**config.mk**
```make
export PLATFORM = sky130hd
export DESIGN_NAME = pe_ws
export DESIGN_NICKNAME = d
export VERILOG_FILES = /design/src/rtl/pe_ws.sv
export SDC_FILE = /design/constraint.sdc
export NUM_CORES = 1
export LEC_CHECK = 0
export CAP_MARGIN = 20
export CORE_MARGIN = 2
export CORE_UTILIZATION = 44
export CTS_BUF_LIST = sky130_fd_sc_hd__clkbuf_2
export CTS_CLUSTER_SIZE = 30
export DETAILED_ROUTE_END_ITERATION = 8
export DONT_BUFFER_PORTS = 1
export PLACE_DENSITY = 0.69
export SLEW_MARGIN = 25
export SYNTH_ARGS = -nofsm -noshare
export SYNTH_HDL_FRONTEND = slang
export SYNTH_SLANG_ARGS = --single-unit
```
**constraint.sdc**
```tcl
create_clock -name clk -period 23.5 [get_ports clk]
set_input_delay 3.525 -clock clk [delete_from_list [all_inputs] [get_ports clk]]
set_output_delay 3.525 -clock clk [all_outputs]
set_load 0.1 [all_outputs]
```
**src/rtl/pe_ws.sv**
```systemverilog
// Weight-stationary MAC processing element for systolic arrays (fixed-point Q format).
// Optional feature: define PE_SAT_EN to saturate y_out on overflow instead of wrapping.
module pe_ws #(
  parameter int WIDTH    = 16,
  parameter int FRAC_BIT = 10   // legal range 0..WIDTH-1
) (
  input  logic             clk,
  input  logic             rst,
  input  logic             w_load,
  input  logic [WIDTH-1:0] w_in,
  output logic [WIDTH-1:0] w_out,
  output logic             w_valid,
  input  logic             a_valid_in,
  input  logic [WIDTH-1:0] a_in,
  input  logic [WIDTH-1:0] y_in,
  output logic             a_valid_out,
  output logic [WIDTH-1:0] a_out,
  output logic [WIDTH-1:0] y_out,
  input  logic             ovf_clr,
  output logic             ovf
);

  localparam int SW = WIDTH + 2;

  // Handshake: a_valid_in qualifies a_in/y_in in the cycle it is high; there is
  // no backpressure, every stage accepts one beat per clock and forwards it one
  // cycle later on a_valid_out/a_out/y_out.

  logic signed [WIDTH-1:0]   r_weight;
  logic                      r_w_valid;
  logic                      r_a_valid;
  logic        [WIDTH-1:0]   r_a;
  logic        [WIDTH-1:0]   r_y;
  logic                      r_ovf;

  logic signed [2*WIDTH-1:0] w_prod;
  logic signed [SW-1:0]      w_sum;
  logic                      w_mac;
  logic                      w_range_err;
  logic                      w_ovf_evt;
  logic        [WIDTH-1:0]   w_mac_y;

  assign w_prod = $signed(a_in) * r_weight;
  // Floor shift of the full product; the sum is then formed in WIDTH+2 bits.
  assign w_sum  = SW'(w_prod >>> FRAC_BIT) + SW'($signed(y_in));

  assign w_mac       = a_valid_in & r_w_valid;
  // In range iff the bits from WIDTH-1 upward are all equal.
  assign w_range_err = ~((&w_sum[SW-1:WIDTH-1]) | ~(|w_sum[SW-1:WIDTH-1]));
  assign w_ovf_evt   = w_mac & w_range_err;

`ifdef PE_SAT_EN
  always_comb begin
    w_mac_y = w_sum[WIDTH-1:0];
    if (w_range_err) begin
      w_mac_y = w_sum[SW-1] ? {1'b1, {(WIDTH-1){1'b0}}} : {1'b0, {(WIDTH-1){1'b1}}};
    end
  end
`else
  assign w_mac_y = w_sum[WIDTH-1:0];
`endif

  always_ff @(posedge clk or posedge rst) begin
    if (rst) begin
      r_weight  <= '0;
      r_w_valid <= 1'b0;
      r_a_valid <= 1'b0;
      r_a       <= '0;
      r_y       <= '0;
      r_ovf     <= 1'b0;
    end else begin
      // The MAC above reads r_weight before this edge, so a same-cycle load
      // only takes effect for the following beat.
      if (w_load) begin
        r_weight  <= $signed(w_in);
        r_w_valid <= 1'b1;
      end
      r_a_valid <= a_valid_in;
      r_a       <= a_in;
      r_y       <= w_mac ? w_mac_y : y_in;
      // Set wins over clear.
      if (w_ovf_evt) begin
        r_ovf <= 1'b1;
      end else if (ovf_clr) begin
        r_ovf <= 1'b0;
      end
    end
  end

  assign w_out       = r_weight;
  assign w_valid     = r_w_valid;
  assign a_valid_out = r_a_valid;
  assign a_out       = r_a;
  assign y_out       = r_y;
  assign ovf         = r_ovf;

endmodule

```
Word-level counts from Yosys, hierarchy flattened
Cells that the tools add are included.

Flip-flop bits (word level): 51. Bits of input ports: 53. Word-level logic and storage cells: 19. Output and inout port bits: 51.

Multiplexer cells: 3. Reduce and logical (&&, ||, !) cells: 3. Bitwise gates (word level): 5. Add/subtract/negate cells: 1. Multipliers: 1.

Operators with widths (number): $mul 16x16->28 (1); $add 18x16->18 (1); $mux 16 (1); $reduce_and 3->1 (1); $reduce_or 3->1 (1); $and 1x1->1 (2); $mux 1 (2); $not 1->1 (2); $reduce_bool 2->1 (1); $or 1x1->1 (1).

Depth between registers and ports, before layout
Gate-level depths: netlist of run 1.

Depth after elaboration: 8. Mapped depth: 34. Mapped depth without buffers: 32.

Worst setup path before layout of run 1
Ideal clock, no wire load.

Kind: input port to flip-flop. From: in a_in[7]. To: reg r_ovf, in the netlist ovf. Stages on the path: 31. Arrival: 10.888 ns. Path slack: 12.511 ns. Required time: 23.399 ns. Path through: clkbuf_1 > nand2_1 > fa_1 > inv_1 > fa_1 > inv_1 > fa_1 > inv_1 > fa_1 > fa_1 > inv_1 > fa_1 > inv_1 > ha_1 > a21oi_1 > o21ai_0 > a2111oi_0 > a211oi_2 > a21o_1 > a21o_1 > a21o_1 > a21oi_1 > xnor2_1 > ha_1 > and3_1 > a221o_1 > a31oi_1 > o21ai_1 > xnor3_1 > and3_1 > o32ai_1.

Word-level cells in the longest chain between the ends: 8. Elaborated cells between the ends (all ways): 10.

Ends and longest elaborated chain: start: declaration (line 14) `input logic [WIDTH-1:0] a_in,`; $mul 16x16->28 (*) (line 43) `assign w_prod = $signed(a_in) * r_weight;`; $add 18x16->18 (*) (line 45) `assign w_sum = SW'(w_prod >>> FRAC_BIT) + SW'($signed(y_in));`; $reduce_or 3->1 (line 49) `assign w_range_err = ~((&w_sum[SW-1:WIDTH-1]) | ~(|w_sum[SW-1:WIDTH-1]));`; $not 1->1 (line 49); $or 1x1->1 (*) (line 49); $not 1->1 (*) (line 49); $and 1x1->1 (*) (line 50) `assign w_ovf_evt = w_mac & w_range_err;`; $mux 1 or $reduce_bool 2->1 (tied branches); end signal: assignment (line 70) `r_ovf <= 1'b0;`; end signal: assignment (line 83) `r_ovf <= 1'b1;`; end signal: assignment (line 85) `r_ovf <= 1'b0;`; end: declaration (line 34) `logic r_ovf;`.

Mark *: on every way between the ends. The rest lies on a longest branch, timed or not. A chain may end at the register's enable or synchronous reset.

Worst setup path after layout of run 1
From: in a_in[8]. To: reg r_ovf, in the netlist ovf.

Same word-level chain as after synthesis.

==> results of run 1 <==
critical path, delay by kind of cell:
family	cells	cell delay, ns
adder cells (fa/ha/maj)	8	3.57
AO/OA/AOI/OAI	12	2.92
AND/OR/NAND/NOR	3	0.53
XOR/XNOR	2	0.52
buffers and inverters	4	0.19
flip-flops by register name, summed over array words and instances, names as in the netlist:
signal,count
a_out,16
a_valid_out,1
ovf,1
w_out,16
w_valid,1
y_out,16
area by class of cell:
type	count	area share, %
sequential	51	11.23
timing repair buffer	15	0.9886
clock buffer	5	0.2197
multi-input combinational	790	74.58
inverter	279	9.194
clock inverter	3	0.2307
tap	324	3.559
cell usage in the layout (no fill, tap or decap), drive strengths merged, types with 2 or more instances in the layout:
master,count
a211o,2
a211oi,7
a21o,10
a21oi,22
a221o,2
a31oi,2
a41oi,2
and2,123
and3,4
and4,2
buf,15
clkbuf,5
dfrtp,51
fa,229
ha,91
inv,281
mux2,18
nand2,138
nand2b,4
nand3,5
nand4,4
nor2,25
nor3,6
o211ai,2
o21a,3
o21ai,23
o21bai,3
o31ai,2
or2,3
xnor2,35
xor2,15
path summary, 6_finish.rpt:
| check | start | end | slack (ns) | depth (start not counted) |
|---|---|---|---|---|
| min in group asynchronous | rst | w_out[10]$_DFFE_PP0P_ | 3.06 | 2 |
| worst max register to register | w_out[15]$_DFFE_PP0P_ | ovf$_DFFE_PP0P_ | 14.08 | 28 |
| worst max-delay path | a_in[8] | ovf$_DFFE_PP0P_ | 12.56 | 29 |
| worst min-delay path | w_out[13]$_DFFE_PP0P_ | w_out[13]$_DFFE_PP0P_ | 1.03 | 2 |
| worst min register to register | w_out[13]$_DFFE_PP0P_ | w_out[13]$_DFFE_PP0P_ | 1.03 | 2 |
| max in group asynchronous | rst | w_out[9]$_DFFE_PP0P_ | 19.92 | 2 |
cell families after synthesis:
logic type / count (synthesis)
mux: 18
fa+ha+maj: 320
simple gates: 317
compound gates: 84
buf+inv: 320
flops: 51
xor+xnor: 51
routing by layer:
| layer | up-vias | track usage [%] | wire (um) |
|---|---|---|---|
| met3 | 39 | 3.652 | 1421 |
| met4 | 0 | 4.948 | 666 |
| met1 | 3819 | 29.14 | 11320 |
| li1 | 3402 | - | - |
| met2 | 191 | 35.88 | 12530 |
| met5 | - | 0 | 0 |
per-stage QoR:
step / hold slack [ns] / setup WS (ns)
after floorplan: 0.9880 / 12.51
after global placement: 0.9864 / 12.41
after detailed placement: 1.006 / 12.15
after CTS: 1.034 / 12.63
after global routing: 1.057 / 12.17
final: 1.033 / 12.56
==> flow_summary.yaml, run 1 <==
status:
  result_of_the_run: "complete, no violations"
synth:
  synthesis.instances: 1161
  ys_top_cells_by_area: "fa_1 42%, dfrtp_1 12%, ha_1 10%"
  simple_gate_area_share_of_the_yosys_netlist_pct: 14.29
  average_cell_area_after_synthesis_um2: 9.452
  synth.ff_latch_count: 51
  post_synth_mux_area_share_pct: 1.847
  post-synth-top-area-fraction_pct: 41.77
  netlist.top_cell.by_area: "fa_1"
  synth_enable_flop_cells: 0
  synth_most_common_cell: "inv_1"
  syn-cell-area_mm2: 0.01097
  postSynthNetCount: 1534
  yosys.area_share.adder_pct: 52.15
  synth_compound_area_share_pct: 4.937
  synth-xor-area-share_pct: 4.196
  synth_flop_cell: "dfrtp_1"
  yosys.cell_types.count: 42
  synth_sequential_area_ratio_pct: 11.63
  synthTopCellsByCount: "279 x inv_1, 229 x fa_1, 138 x nand2_1"
  synth-async-reset-ratio_pct: 100.0
  yosys_warnings: 0
  dominant_combinational_cell_family_by_area_after_synthesis: "adder cells"
floorplan:
  num_rows: 57
  num_io_pins: 104
  initial_core_util_pct: 44.99
  die_w_um: 161.9
  die_area_mm2: 0.02622
  vertical_die_dimension_um: 161.9
  placeable_core_region_mm2: 0.02439
sta:
  slew-limit-headroom_pct: 25.12
  setup_viol_count_final: 0
  worst_pin_slew_ns: 1.123
  period_minus_slack_ns: 10.94
  final.period_utilization_pct: 46.54
  rsz_0062_raised_after_global_routing: "no"
  finalClockSkew_ns: 0.06205
  drv_slew: 0
  setup_total_negative_slack_ns: 0
  timing.final.hold_violations: 0
  fmax_mhz: 91.42
clock_tree:
  cts_tree: "built"
  root_buffer_selected_by_cts: "clkbuf_2"
  holdBufCountCts: 0
  cts.clk_slew.worst_paths_ns: 0.30
  cts_resized: 0
  cts_max_level: 2
  cts_num_sinks: 51
  clock_latency_ns: 0.48
  cts-root-to-sink-buffers: 2
  numCtsBuffers: 5
  cts_setup_buffers: 0
drt:
  routedWlPerCell_um: 17.68
  detail_route.drc_violations: 0
  detailroute.via_count: 7451
  drt-vias-per-instance: 5.079
  wl_mm: 25.94
  detail_route.iter0.violations: 392
  dr.pass1.iters: 6
  drtAntennaViolNets: 0
global_routing:
  number_of_global_route_vias_before_repair: 8358
  antenna_found_initial: 0
  grt_max_degree: 52
  grtUsageTotal_pct: 21.36
  globalRouteOverflowTotal: 0
  grt_first_pass_wirelength_mm: 44.09
critical_path:
  cp.required_ns: 23.85
  critical_path.slowest_cell: "a2111oi_0"
  timing.critical_path.mode_cell: "fa_1"
  timing.critical_path.from_type: "input port"
  critical_path_arrival_ns: 11.28
  setup.worst_path.end_class: "register"
  worst-setup-path-type: "input port to register"
  crit_path_max_fanout: 17
  slowest_delay_ns: 0.63
layout:
  nNetsFinal: 1515
  regArea_mm2: 0.001279
  n_antenna_cell: 0
  postLayoutCellArea_mm2: 0.01139
  layout.filler_cells: 2324
  post-route-util_pct: 46.70
  post_route_cells_drive_above_1_share_pct: 4.287
  syn_to_final_growth_pct: 3.796
  multiInputGateArea_mm2: 0.008496
  layout.cells.non_filler: 1467
worst_hold_path:
  hold_path.class: "register to register"
place:
  gp_routability_congestion: 0.9047
  dpl.hpwl_mm: 21.55
  place.port_buffers: 0
  dp_cells: 1459
  place_area_mm2: 0.01134
run:
  cap_viol_max_count: 0
Power of run 1 is not shown: default switching activity piles up to over one toggle a cycle in this logic, so the estimate is an artifact.
==> run 2, diff against run 1 <==
==> constraint.sdc (replaced) <==
create_clock -name clk -period 10.9 [get_ports clk]
set_input_delay 1.635 -clock clk [delete_from_list [all_inputs] [get_ports clk]]
set_output_delay 1.635 -clock clk [all_outputs]
set_load 0.1 [all_outputs]
==> run 2 against run 1 <==
  * Register-to-register slack worse by 12 ns
  * Critical endpoint unchanged
  * Critical path depth is 2 higher
  * Core utilization hardly changed
  * Clock skew is 0.034 ns lower
  * Non-clock buffer count is 1 higher
  * Largest cell class unchanged
  * Global-route usage is 0.23 points lower
  * Sequential share of layout area hardly changed
  * Count of clock-buffer cells in the layout stayed put
  * Highest routed layer unchanged
  * Final area hardly changed
  * Sequential cell count stayed put
  * Routed wire length is 0.33% higher
  * Worst hold slack worse by 0.46 ns
==> flow_summary.yaml, run 2 (synthesis gave the netlist of run 1 again) <==
status:
  result_of_the_run: "complete, no violations"
floorplan:
  num_rows: 57
  die_area_mm2: 0.02622
  vertical_die_dimension_um: 161.9
  num_io_pins: 104
  placeable_core_region_mm2: 0.02439
  die_w_um: 161.9
  initial_core_util_pct: 44.99
clock_tree:
  cts_tree: "built"
  cts-root-to-sink-buffers: 2
  cts_num_sinks: 51
  root_buffer_selected_by_cts: "clkbuf_2"
  cts_max_level: 2
  clock_latency_ns: 0.47
  cts_resized: 0
  cts_setup_buffers: 0
  holdBufCountCts: 0
  cts.clk_slew.worst_paths_ns: 0.30
  numCtsBuffers: 5
drt:
  detail_route.drc_violations: 0
  detail_route.iter0.violations: 413
  detailroute.via_count: 7496
  routedWlPerCell_um: 17.71
  wl_mm: 26.02
  drtAntennaViolNets: 0
  drt-vias-per-instance: 5.103
  dr.pass1.iters: 5
place:
  place.port_buffers: 0
  dpl.hpwl_mm: 21.50
  gp_routability_congestion: 0.9118
critical_path:
  critPathLaunch: "w_out[7]$_DFFE_PP0P_"
  ff2ff_path_depth: 31
  setup.worst_path.end_class: "register"
  worst_r2r_startpoint: "w_out[7]$_DFFE_PP0P_"
  r2r_setup_slack_ns: 1.95
  timing.critical_path.mode_cell: "fa_1"
  critical_path.slowest_cell: "dfrtp_2"
  timing.critical_path.from_type: "register"
  worst-setup-path-type: "register to register"
  critical_path_arrival_ns: 9.32
  setup.worst_path.end: "ovf$_DFFE_PP0P_"
  crit_path_max_fanout: 16
  slowest_delay_ns: 0.81
  worstReg2RegEnd: "ovf$_DFFE_PP0P_"
  cp.required_ns: 11.27
global_routing:
  grt_first_pass_wirelength_mm: 43.48
  gr-usage-met3_pct: 4.060
  use_met2_pct: 35.42
  grtUsageTotal_pct: 21.13
  grt.met1_usage_pct: 28.73
  antenna_found_initial: 0
  globalRouteOverflowTotal: 0
  number_of_global_route_vias_before_repair: 8120
  grt.busiest_layer: "met2"
  grt_max_degree: 52
sta:
  drv_slew: 0
  timing.final.hold_violations: 0
  rsz_0062_raised_after_global_routing: "no"
  worst_pin_slew_ns: 1.008
  fmax_mhz: 111.8
  period_minus_slack_ns: 8.947
  slew-limit-headroom_pct: 32.83
  setup_viol_count_final: 0
  finalClockSkew_ns: 0.02793
  final.period_utilization_pct: 82.08
  setup_total_negative_slack_ns: 0
worst_hold_path:
  hold_path.class: "register to register"
  hold_path.startpoint: "w_out[8]$_DFFE_PP0P_"
layout:
  nNetsFinal: 1516
  post_route_cells_drive_above_1_share_pct: 4.371
  most_frequent_standard_cell_in_the_layout_excluding_fill_and_tap_cells: "inv_1"
  syn_to_final_growth_pct: 3.899
  commonest_cells_after_routing_fill_and_taps_aside: "278 x inv_1, 229 x fa_1, 138 x nand2_1"
run:
  cap_viol_max_count: 0
## run 2: layout make-up
class,count,area [um^2]
clock inverter,3,27.53
inverter,279,1047
sequential,51,1279
antenna,1,2.502
tap,324,405.4
fill,2331,12990
clock buffer,5,25.02
multi-input combinational,790,8496
timing repair buffer,16,120.1
## run 2: layer usage
layer | share of wire [%] | vias up
met5 | 0 | -
met4 | 2.4 | 0
met3 | 6.3 | 36
met2 | 49 | 207
met1 | 43 | 3856
li1 | - | 3397
## run 2: worst min-delay path by stage
stage | end | slack (ns) | cells past startpoint
floorplan | ovf$_DFFE_PP0P_ | 0.99 | 2
global placement | w_out[8]$_DFFE_PP0P_ | 0.49 | 1
detailed placement | w_out[8]$_DFFE_PP0P_ | 0.51 | 1
CTS | w_out[8]$_DFFE_PP0P_ | 0.57 | 1
global route | w_out[8]$_DFFE_PP0P_ | 0.59 | 1
finish | w_out[8]$_DFFE_PP0P_ | 0.57 | 1
## run 2: critical path, delay by kind of cell (launching register included)
kind                       cells  cell delay, ns
AOI/OAI and AO/OA             12            2.85
xor gates and xnor gates       2            0.52
adders and majority gates      8            3.58
buffers and inverters          6            0.60
DFF                            1            0.81
and+or+nand+nor                3            0.50
## run 2: per-stage QoR
| stage | cell area (um^2) | cells | worst slack (ns) | hold WS, ns | util (%) |
|---|---|---|---|---|---|
| floorplan | 10970 | 1161 | 1.801 | 0.9880 | - |
| global placement | 11350 | 1460 | 1.706 | 0.4940 | 46.52 |
| detailed placement | 11350 | 1460 | 1.536 | 0.5110 | 46.52 |
| CTS | 11400 | 1468 | 1.676 | 0.5672 | 46.73 |
| global route | 11400 | 1468 | 1.356 | 0.5882 | 46.74 |
| finish | 11400 | 1469 | 1.953 | 0.5714 | 46.75 |
Power of run 2 is left out for the same reason.
